==> src/rtl/async_fifo_pkg.sv <==
// Shared helpers for the async FIFO family: Gray/binary conversion and
// defaults common to the read and write pointer blocks.
package async_fifo_pkg;

   localparam int SYNC_STAGES_DEFAULT = 2;

   // Widest pointer supported by the family (ADDRSIZE up to 10, plus wrap bit).
   localparam int PTR_W_MAX = 11;

   typedef logic [PTR_W_MAX-1:0] ptr_max_t;

   function automatic ptr_max_t bin2gray(input ptr_max_t bin);
      return (bin >> 1) ^ bin;
   endfunction

   // Zero-extended upper bits leave the XOR prefix unaffected, so callers
   // may pass narrower pointers widened to PTR_W_MAX.
   function automatic ptr_max_t gray2bin(input ptr_max_t gray);
      ptr_max_t bin;
      bin[PTR_W_MAX-1] = gray[PTR_W_MAX-1];
      for (int i = PTR_W_MAX-2; i >= 0; i--) begin
         bin[i] = bin[i+1] ^ gray[i];
      end
      return bin;
   endfunction

endpackage

==> src/rtl/sync_r2w.sv <==
// N-flop clock-domain-crossing synchronizer with asynchronous reset.
// Used as sync_r2w here and reusable as sync_w2r on the read side.
module sync_r2w
   import async_fifo_pkg::*;
#(
   parameter int WIDTH  = 5,
   parameter int STAGES = SYNC_STAGES_DEFAULT
) (
   input  logic             clk,
   input  logic             rst,
   input  logic [WIDTH-1:0] d,
   output logic [WIDTH-1:0] q
);

   logic [WIDTH-1:0] stage_q [STAGES];

   always_ff @(posedge clk or posedge rst) begin
      if (rst) begin
         for (int i = 0; i < STAGES; i++) begin
            stage_q[i] <= '0;
         end
      end else begin
         stage_q[0] <= d;
         for (int i = 1; i < STAGES; i++) begin
            stage_q[i] <= stage_q[i-1];
         end
      end
   end

   assign q = stage_q[STAGES-1];

endmodule

==> src/rtl/wptr_full_lvl.sv <==
// Write-side pointer block of the async FIFO: Gray write pointer, full,
// almost-full, pessimistic fill level and sticky overflow, all in wclk.
module wptr_full_lvl
   import async_fifo_pkg::*;
#(
   parameter int ADDRSIZE     = 4,
   parameter int SYNC_STAGES  = SYNC_STAGES_DEFAULT,
   parameter int AFULL_THRESH = 2**ADDRSIZE - 2
) (
   input  logic                wclk,
   input  logic                wrst,
   input  logic                wpush,
   input  logic                wovf_clr,
   input  logic [ADDRSIZE:0]   rptr_async,
   output logic                wen,
   output logic [ADDRSIZE-1:0] waddr,
   output logic [ADDRSIZE:0]   wptr,
   output logic                wfull,
   output logic                walmost_full,
   output logic [ADDRSIZE:0]   wlevel,
   output logic                wovf
);

   localparam int PW = ADDRSIZE + 1;

   if (ADDRSIZE < 2 || ADDRSIZE > 10) begin : g_bad_addrsize
      $error("wptr_full_lvl: ADDRSIZE must be in 2..10");
   end
   if (SYNC_STAGES < 2 || SYNC_STAGES > 4) begin : g_bad_sync
      $error("wptr_full_lvl: SYNC_STAGES must be in 2..4");
   end
   if (AFULL_THRESH < 1 || AFULL_THRESH > 2**ADDRSIZE) begin : g_bad_thresh
      $error("wptr_full_lvl: AFULL_THRESH must be in 1..2**ADDRSIZE");
   end

   localparam logic [ADDRSIZE:0] AFULL_LVL = PW'(AFULL_THRESH);

   logic [ADDRSIZE:0] wbin;
   logic [ADDRSIZE:0] wbinnext;
   logic [ADDRSIZE:0] wgraynext;
   logic [ADDRSIZE:0] rptr_wclk;
   logic [ADDRSIZE:0] rbin_wclk;
   logic [ADDRSIZE:0] level_next;
   logic [ADDRSIZE:0] full_ptr;
   logic              full_next;
   logic              afull_next;

   sync_r2w #(
      .WIDTH  (PW),
      .STAGES (SYNC_STAGES)
   ) u_sync_r2w (
      .clk (wclk),
      .rst (wrst),
      .d   (rptr_async),
      .q   (rptr_wclk)
   );

   assign wen       = wpush & ~wfull;
   assign waddr     = wbin[ADDRSIZE-1:0];
   assign wbinnext  = wbin + PW'(wen);
   assign wgraynext = PW'(bin2gray(ptr_max_t'(wbinnext)));
   assign rbin_wclk = PW'(gray2bin(ptr_max_t'(rptr_wclk)));

   // Full when the next write pointer equals the read pointer with the two
   // top Gray bits inverted, i.e. exactly one depth ahead.
   assign full_ptr   = {~rptr_wclk[ADDRSIZE:ADDRSIZE-1], rptr_wclk[ADDRSIZE-2:0]};
   assign full_next  = (wgraynext == full_ptr);
   assign level_next = wbinnext - rbin_wclk;
   assign afull_next = (level_next >= AFULL_LVL);

   always_ff @(posedge wclk or posedge wrst) begin
      if (wrst) begin
         wbin         <= '0;
         wptr         <= '0;
         wfull        <= 1'b0;
         walmost_full <= 1'b0;
         wlevel       <= '0;
         wovf         <= 1'b0;
      end else begin
         wbin         <= wbinnext;
         wptr         <= wgraynext;
         wfull        <= full_next;
         walmost_full <= afull_next;
         wlevel       <= level_next;
         // A blocked push outranks a clear in the same cycle.
         if (wpush && wfull) begin
            wovf <= 1'b1;
         end else if (wovf_clr) begin
            wovf <= 1'b0;
         end
      end
   end

endmodule

==> config.mk <==
export PLATFORM = sky130hd
export DESIGN_NAME = wptr_full_lvl
export DESIGN_NICKNAME = d
export VERILOG_FILES = /design/src/rtl/async_fifo_pkg.sv /design/src/rtl/sync_r2w.sv /design/src/rtl/wptr_full_lvl.sv
export SDC_FILE = /design/constraint.sdc
export NUM_CORES = 1
export LEC_CHECK = 0
export BUFFER_PORTS_ARGS = -buffer_cell sky130_fd_sc_hd__buf_2
export CORE_AREA = 2 2 70 58
export CTS_CLUSTER_SIZE = 30
export DETAILED_ROUTE_END_ITERATION = 8
export DIE_AREA = 0 0 72 60
export PLACE_DENSITY = 0.54
export SYNTH_ARGS = -nofsm -noshare
export SYNTH_HDL_FRONTEND = slang
export SYNTH_SLANG_ARGS = --single-unit
==> constraint.sdc <==
create_clock -name wclk -period 3.9 [get_ports wclk]
set_input_delay 0.78 -clock wclk [delete_from_list [all_inputs] [get_ports wclk]]
set_output_delay 0.78 -clock wclk [all_outputs]
set_load 0.02 [all_outputs]
# [Word-level counts from Yosys, hierarchy flattened]
# Cells that the tools add are included.
[classes] n_addsub=2 magnitude_cmp=1 n_eq_ne=1 muxes=2 bitwise=8 n_reduce_logical=2
[ops] op="adder 5 x 1 -> 5 bit" count=1
[ops] op="== test 5 bit" count=1
[ops] op=">= comparator 5 x 4 -> 1 bit, second input constant" count=1
[ops] op="subtractor 5 bit" count=1
[ops] op="XOR 4 x 5 -> 5 bit" count=1
[ops] op="XOR 1 bit" count=4
[ops] op="2-to-1 mux 1 bit" count=2
[ops] op="inverter 2 bit" count=1
[ops] op="nonzero test 2 bit" count=1
[ops] op="bitwise AND 1 bit" count=1
[ops] op="logical AND 1 bit" count=1
[ops] op="inverter 1 bit" count=1
[totals] regBits=28 input_bits=9 out_inout_bits=18

# [Longest topological paths before layout]
# Gate-level depths: netlist of the first run.
[depth] word_depth=6 depth_mapped=10 depth_no_buf=10

# [By module]
# From an unflattened synthesis of the first run, not the netlist that was laid out.
[hier_totals] hier_cells=100 hier_area_um2=1256.2
[by_module_without_submodules] module="wptr_full_lvl" instances=1 cells_each=84 area_each_um2=964.7 seq_area_each_um2=425.4
[by_module_without_submodules] module="sync_r2w" instances=1 cells_each=16 area_each_um2=291.5 seq_area_each_um2=250.2

# [Worst setup path after synthesis of the first run]
# Ideal clock, no wire load.
[synth_timing] path_kind="input -> register" from="input wpush" to="register walmost_full" t_arrival_ns=2.876 required_time_ns=3.784 slack_ns=0.908 stages=9 path_cell_list="nor2b_1 > ha_1 > xnor2_1 > inv_1 > ha_1 > nor2b_1 > o21ai_0 > a21boi_0 > o311ai_0"
[synth_between] elab_chain_cells=4
[synth_lines] element="start, declared" line_no="wptr_full_lvl.sv:12" source="input logic wpush,"
[synth_lines] element="bitwise AND 1 bit" line_no="wptr_full_lvl.sv:58" source="assign wen = wpush & ~wfull;"
[synth_lines] element="adder 5 x 1 -> 5 bit" line_no="wptr_full_lvl.sv:60" source="assign wbinnext = wbin + PW'(wen);"
[synth_lines] element="net wbinnext[1]" line_no="wptr_full_lvl.sv:39" source="logic [ADDRSIZE:0] wbinnext;"
[synth_lines] element="subtractor 5 bit" line_no="wptr_full_lvl.sv:68" source="assign level_next = wbinnext - rbin_wclk;"
[synth_lines] element=">= comparator 5 x 4 -> 1 bit" line_no="wptr_full_lvl.sv:69" source="assign afull_next = (level_next >= AFULL_LVL);"
[synth_lines] element="net afull_next" line_no="wptr_full_lvl.sv:46" source="logic afull_next;"
[synth_lines] element="end signal, assigned" line_no="wptr_full_lvl.sv:83" source="walmost_full <= afull_next;"
[synth_lines] element="end, declared" line_no="wptr_full_lvl.sv:19" source="output logic walmost_full,"
# The timed path passes the listed nets, and every way through them passes these cells.
# A chain may end at the register's enable or synchronous reset.

# [Worst setup path after layout of the first run]
# Ends and elaborated chain as after synthesis.

==> results of run 1 <==
-- cell families (layout without fill, tap and decap cells) --
logic type                 Yosys count  count (layout)  synth area share, %
buffers and inverters               11              39                3.581
DFF                                 27              27                55.27
AOI/OAI and AO/OA                   10              10                5.936
xor gates and xnor gates            21              21                18.63
and+or+nand+nor                     17              17                8.802
adders and majority gates            7               7                7.779
-- worst register-to-register path: stages, from the launching register on --
cell,delay [ns]
dfrtp_1,0.40
nor2b_1,0.21
ha_1,0.35
xnor2_1,0.26
inv_1,0.16
ha_1,0.31
nor2b_1,0.12
o21ai_0,0.22
nor3b_1,0.32
o311ai_0,0.17
-- area by class of cell --
class                   instances  area [um^2]  area share [%]
clock buffers                   4        45.04           3.122
inverters                       9        33.78           2.342
repair buffers                 26        130.1           9.020
multi-input cells              55        503.0           34.87
flip-flops and latches         27        675.6           46.83
well taps                      44        55.05           3.816
-- worst max-delay path by stage --
| stage | startpoint | to | slack [ns] | depth (start not counted) |
|---|---|---|---|---|
| after CTS | wpush | walmost_full | 1.04 | 10 |
| after global placement | wpush | walmost_full | 0.96 | 10 |
| final | wpush | walmost_full | 1.05 | 10 |
| after floorplan | wpush | walmost_full | 0.91 | 9 |
| after detailed placement | wpush | walmost_full | 0.77 | 10 |
| after global routing | wpush | walmost_full | 0.82 | 10 |
-- layout by cell type, fill, tap and decap left out, types with 2 or more instances in the layout --
| cell | Yosys | routed |
|---|---|---|
| dfrtp_1 | 27 | 27 |
| buf_2 | 1 | 26 |
| xnor2_1 | 13 | 13 |
| inv_1 | 9 | 9 |
| ha_1 | 6 | 6 |
| xor2_1 | 4 | 4 |
| nand2_1 | 4 | 4 |
| nor2b_1 | 3 | 3 |
| o21ai_0 | 3 | 3 |
| clkbuf_8 | 0 | 3 |
| nand2b_1 | 2 | 2 |
| a21boi_0 | 2 | 2 |
-- through the flow --
step | hold slack [ns] | utilization (%) | setup slack [ns] | std cells | total power, mW
4_1_cts | 0.3536 | 39.22 | 1.044 | 165 | 1.392
6_report | 0.3487 | 39.22 | 1.046 | 165 | 1.367
3_3_place_gp | 0.3324 | 37.99 | 0.9566 | 161 | 1.222
2_1_floorplan | 0.3312 | - | 0.9082 | 93 | 1.047
5_1_grt | 0.3605 | 39.22 | 0.8194 | 165 | 1.501
3_5_place_dp | 0.3347 | 37.99 | 0.7659 | 161 | 1.232
-- synthesized netlist by cell type, types with 2 or more instances --
master | n | share of area (%)
xnor2_1 | 13 | 9.3
xor2_1 | 4 | 2.9
a21boi_0 | 2 | 1.2
nand2b_1 | 2 | 1.0
dfrtp_1 | 27 | 55
ha_1 | 6 | 6.1
inv_1 | 9 | 2.8
nor2b_1 | 3 | 1.5
nand2_1 | 4 | 1.2
o21ai_0 | 3 | 1.2
-- routing by layer --
layer / up-vias / GRT usage (%) / wire (um)
li1: 357 / - / -
met1: 339 / 12.72 / 936
met2: 21 / 16.01 / 838
met3: 5 / 3.879 / 124
met4: 0 / 4.043 / 27
met5: - / 0 / 0
-- sequential cells by signal, indices dropped and copies added, names as in the netlist --
name                flops
wlevel                  5
wptr                    4
wovf                    1
wbin                    5
walmost_full            1
u_sync_r2w.stage_q      5
wfull                   1
u_sync_r2w.q            5
-- power by group through the flow --
stage / logic [mW] / clock network [mW] / registers [mW]
after global routing: 0.858 / 0.174 / 0.469
after CTS: 0.776 / 0.162 / 0.454
after floorplan: 0.498 / 0 / 0.549
after detailed placement: 0.773 / 0 / 0.459
final: 0.761 / 0.154 / 0.453
after global placement: 0.767 / 0 / 0.454
==> results.toml, run 1 <==
[yosys]
async_flop_share_pct = 100.0
yosys_most_used_dff = "dfrtp_1"
syn_avg_cell_area_um2 = 13.14
syn-num-nets = 109
synth_enable_flop_cells = 0
synth.yosys.seq_area_share_pct = 55.27
post_synth_num_cell_types = 30
yosys_register_bits = 27
synth_cells = 93
synthesis.yosys.warnings = 0
mappedNetlistArea_um2 = 1222

[route]
dr.pass1.iters = 3
detail_route.wl_per_cell_um = 11.68
drc = 0
vias = 722
antenna_violating_nets_post_route = 0
drtIter0Drc = 17
detail_route.vias_per_cell = 4.376
wirelength_mm = 1.927

[timing]
final-setup-viol-count = 0
hold_violations = 0
max_slew_margin_pct = 33.85
setup_skew_ns = 0.004818
tightestPinTransition_ns = 0.9912
timing_max_transition_violations_final = 0
min_period_over_period_pct = 73.19
setup_repair_after_global_routing_missed_its_margin = "false"
final_period_minus_worst_setup_slack_ns = 2.854
tns_ns = 0
fmax_ghz = 0.3504

[worst_hold_path]
timing.hold.worst.class = "reg -> reg"
hold_path_startpoint = "u_sync_r2w.stage_q[8]"
min_delay_path_depth = 0
timing.hold.worst_endpoint = "u_sync_r2w.q[3]"

[worst_setup_path]
worst-path-buf-inv = 2
crit_fanout = 6
worst-r2r-cell-count = 9
cpLargestDelayFamily = "simple AND/OR/NAND/NOR gates"
critical_path_class = "in -> reg"
crit-reg2reg-launch = "wfull"
cp_slowest_stage_delay_ns = 0.35
crit_chain = "buf_2, nor2b_1, ha_1, xnor2_1, inv_1, ha_1, nor2b_1, o21ai_0, nor3b_1, o311ai_0"
crit_required_ns = 4.03
crit_arrival_ns = 2.99
r2r_slack_ns = 1.25
critPathCaptureType = "flip-flop"
worst_path_max_delay_cell = "ha_1"
startpoint_type = "primary input"
reg2reg_to = "walmost_full"

[global_routing]
vias_in_the_first_global_route = 697
grt_max_degree = 28
grt-ovfl-total = 0
grt_use_total_pct = 10.15
number_of_antenna_violations_at_the_first_check_in_global_routing = 0
wire_length_of_the_first_global_routing_pass_mm = 3.208

[cells_and_area]
syn2layout_area_growth_pct = 18.01
final_cell_area_um2 = 1443
fillCellCount = 361
drive_gt1_share_pct = 28.10
finish.net_count = 138
insertedDiodeCount = 0

[cts]
ctsLongestPathBuffers = 2
clock_sinks = 27
cts.repair.resized = 0
clk_root_buffer_cell = "clkbuf_8"
cts_made_buffers = 3
count_of_hold_buffers_inserted_by_post_cts_repair = 0
cts_tree = "built"
worst_skew_pair.late_latency_ns = 0.27
h-tree-depth = 1
clk_pin_slew_worst_paths_ns = 0.09
post-cts-setup-buffer-count = 0

[pwr]
power_switching_share_pct = 41.94
comb_power_share_pct = 55.6
internal_power_mw = 0.7939
p_per_area_nw_per_um2 = 947.9
p_seq_share_pct = 33.1
vdd_drop_max_uv = 294.4
power.net_switching_mw = 0.5735
p_clk_share_pct = 11.3
total_leakage_power_nw = 0.6888

[floorplan]
die_area_um2 = 4320
fp.dieH_um = 60
core-area_um2 = 3679
placement_rows = 20
boundaryPins = 27
starting_density_of_the_core_pct = 33.23
die_width_um = 72

[status]
outcome = "completed"

[placed_design]
routability_driven_placement_congestion_ratio = 0.7778
post_dp_area_um2 = 1398
io_buffers = 26
place.detailed.hpwl_mm = 1.483

[job]
drv_cap = 0
Power figures use the tool's default switching activity.
==> inputs of run 2 (changes only) <==
Settings changed: ABC_AREA set to 1, CORE_AREA 2 2 70 58 to 2 2 71 60, DIE_AREA 0 0 72 60 to 0 0 73 62, PLACE_DENSITY 0.54 to 0.56.
Clock period 3.9 ns to 2.4 ns, I/O delays scaled along.
==> run 2 against run 1 <==
Count of clock-buffer cells in the layout down 1; power up 56%; sequential power increased by 55%; die area rose by 4.8%; core utilization rose by 1.3 points; setup slack worse by 0.95 ns; global-route usage increased by 2.0 points; design area is 9.9% higher; critical path type is now reg -> reg.
==> results.toml, run 2 <==
[route]
wirelength_mm = 2.535
vias = 1015
detail_route.wl_per_cell_um = 11.32
drtIter0Drc = 41
antenna_violating_nets_post_route = 0
detail_route.vias_per_cell = 4.531
drc = 0
dr.pass1.iters = 4

[cells_and_area]
syn2layout_area_growth_pct = 23.85
most-common-layout-cells = "35 x nand2_1, 27 x dfrtp_1, 26 x buf_2"
final_cell_area_um2 = 1585
finish.net_count = 195
leading_cell_type_in_the_layout_fill_and_taps_excluded = "nand2_1"
drive_gt1_share_pct = 30.90
final_core_util_pct = 40.49
insertedDiodeCount = 0

[status]
outcome = "completed"

[job]
drv_cap = 0

[worst_setup_path]
worst-path-buf-inv = 1
critPathCaptureType = "flip-flop"
cpLargestDelayFamily = "simple AND/OR/NAND/NOR gates"
startpoint_type = "flip-flop"
cp_slowest_stage_delay_ns = 0.43
crit_fanout = 3
crit_cells = 13
worst_path_max_delay_cell = "dfrtp_1"
crit_required_ns = 2.56
crit_arrival_ns = 2.47
crit_chain = "xnor2_2, or2_4, nand3_1, nand3_1, nand2_1, inv_1, ha_1, fa_2, nor2_2, o21a_1, nor2_1, xor2_1, nand2_1"
critical_path_class = "reg -> reg"
worst-r2r-cell-count = 13

[yosys]
synthMostInstantiatedCell = "nand2_1"
compound_gate_fraction_of_synth_area_pct = 2.835
synth_cells = 141
synth_top_cell_area_share_pct = 52.79
synth_enable_flop_cells = 0
post_synth_xor_area_fraction_pct = 2.737
post_synth_num_cell_types = 21
mappedNetlistArea_um2 = 1280
yosys_most_used_dff = "dfrtp_1"
synth.yosys.seq_area_share_pct = 52.79
synth_top_area_cell = "dfrtp_1"
syn_avg_cell_area_um2 = 9.078
synthesis.yosys.warnings = 0
synthAdderAreaFrac_pct = 7.429
synth_simple_gate_area_share_pct = 27.47
synth.mux.area_fraction_pct = 0
dominant_combinational_cell_family_by_area_after_synthesis = "simple AND/OR/NAND/NOR gates"
async_flop_share_pct = 100.0
post_synth_main_area_contributors = "dfrtp_1 53%, nand2_1 10%, nand3_1 9.4%, ha_1 5.9%, inv_1 5.6%"
yosys_register_bits = 27
syn-num-nets = 157
yosys-top-cells-count = "35 x nand2_1, 27 x dfrtp_1, 24 x nand3_1"

[floorplan]
core-area_um2 = 3915
die_width_um = 73
die_area_um2 = 4526
placement_rows = 21
fp.dieH_um = 62
starting_density_of_the_core_pct = 32.69
boundaryPins = 27

[pwr]
power.net_switching_mw = 0.9764
comb_power_share_pct = 55.0
internal_power_mw = 1.151
power_switching_share_pct = 45.89
fin_total_pwr_mw = 2.127
total_leakage_power_nw = 0.8698
vdd_drop_max_uv = 394.3
p_clk_share_pct = 12.0
p_seq_share_pct = 32.9
p_per_area_nw_per_um2 = 1342

[global_routing]
use_met3_pct = 3.710
top_usage_layer = "met2"
use_met2_pct = 19.69
grt-ovfl-total = 0
wire_length_of_the_first_global_routing_pass_mm = 4.140
met1_usage_pct = 16.25
number_of_antenna_violations_at_the_first_check_in_global_routing = 0
grt_max_degree = 28
vias_in_the_first_global_route = 910
grt_use_total_pct = 12.11

[timing]
timing_max_transition_violations_final = 0
final_period_minus_worst_setup_slack_ns = 2.308
tns_ns = 0
tightestPinTransition_ns = 0.3441
fin_ws_ns = 0.09220
fmax_ghz = 0.4333
hold_violations = 0
setup_skew_ns = 0.004615
final-setup-viol-count = 0
max_slew_margin_pct = 77.06
min_period_over_period_pct = 96.16

[cts]
clock_sinks = 27
ctsLongestPathBuffers = 2
cts_made_buffers = 3
h-tree-depth = 1
cts_tree = "built"
worst_skew_pair.late_latency_ns = 0.27
clk_pin_slew_worst_paths_ns = 0.09
clk_root_buffer_cell = "clkbuf_8"

[placed_design]
pre_cts_ws_ns = -0.005463
routability_driven_placement_congestion_ratio = 0.8313
place.detailed.hpwl_mm = 1.968
post_dp_area_um2 = 1511
io_buffers = 26

[worst_hold_path]
timing.hold.worst.class = "in -> async"
run 2: cell count changes after synthesis, moves of 2 or more:
cell / delta
xnor2_1: -11
nand2_2: +7
a21boi_0: -2
nand3_1: +23
nand2b_1: -2
inv_1: +10
xor2_1: -2
nor2_1: +4
nand2_1: +31
nor2b_1: -3
run 2: worst paths after layout:
path                                         end                  start  slack (ns)
max in group asynchronous                  wfull                   wrst        1.90
min                        u_sync_r2w.stage_q[5]                   wrst        0.24
max reg2reg                         walmost_full        u_sync_r2w.q[3]        0.09
min in group wclk          u_sync_r2w.stage_q[8]          rptr_async[3]        0.31
max                                 walmost_full        u_sync_r2w.q[3]        0.09
min reg2reg                      u_sync_r2w.q[0]  u_sync_r2w.stage_q[5]        0.36
run 2: what timing repair did:
| item | in CTS | in global routing |
|---|---|---|
| hold buffers | 0 | 0 |
| setup buffers | 0 | 1 |
| setup endpoints to repair | 0 | 2 |
| gates resized for setup | 0 | 5 |
run 2: logic make-up (layout without fill, tap and decap cells):
logic type      after synthesis  after routing
compound gates                6              6
simple gates                 76             76
flops                        27             27
fa+ha+maj                     7              7
xor+xnor                      4              4
buf+inv                      21             58
run 2: power groups by stage:
stage	Clock, mW	Combinational, mW	Sequential [mW]
after global placement	0	1.13	0.705
after global routing	0.285	1.33	0.723
final	0.256	1.17	0.701
after CTS	0.266	1.16	0.701
after detailed placement	0	1.16	0.710
after floorplan	0	0.657	0.866
run 2: through the flow:
| step | instances | hold WS (ns) |
|---|---|---|
| detailed placement | 219 | 0.3364 |
| finish | 224 | 0.2429 |
| floorplan | 141 | 0.3312 |
| global placement | 219 | 0.3323 |
| global route | 224 | 0.2799 |
| CTS | 223 | 0.2568 |
run 2: tightest hold or removal path, cell delays in order:
cell	delay, ns
buf_2	0.09
inv_1	0.04
buf_4	0.31
run 2: layer usage:
layer	routed length, um	up-vias
li1	-	518
met4	23	0
met3	134	2
met5	0	-
met1	1236	468
met2	1140	27
run 2: area by class of cell:
cell class / instances / area (um^2)
clock buffers: 3 / 41.29
clock inverters: 1 / 5.005
fillers: 388 / 2330
inverters: 20 / 75.07
multi-input cells: 93 / 540.5
flip-flops and latches: 27 / 675.6
well taps: 46 / 57.56
repair buffers: 34 / 190.2
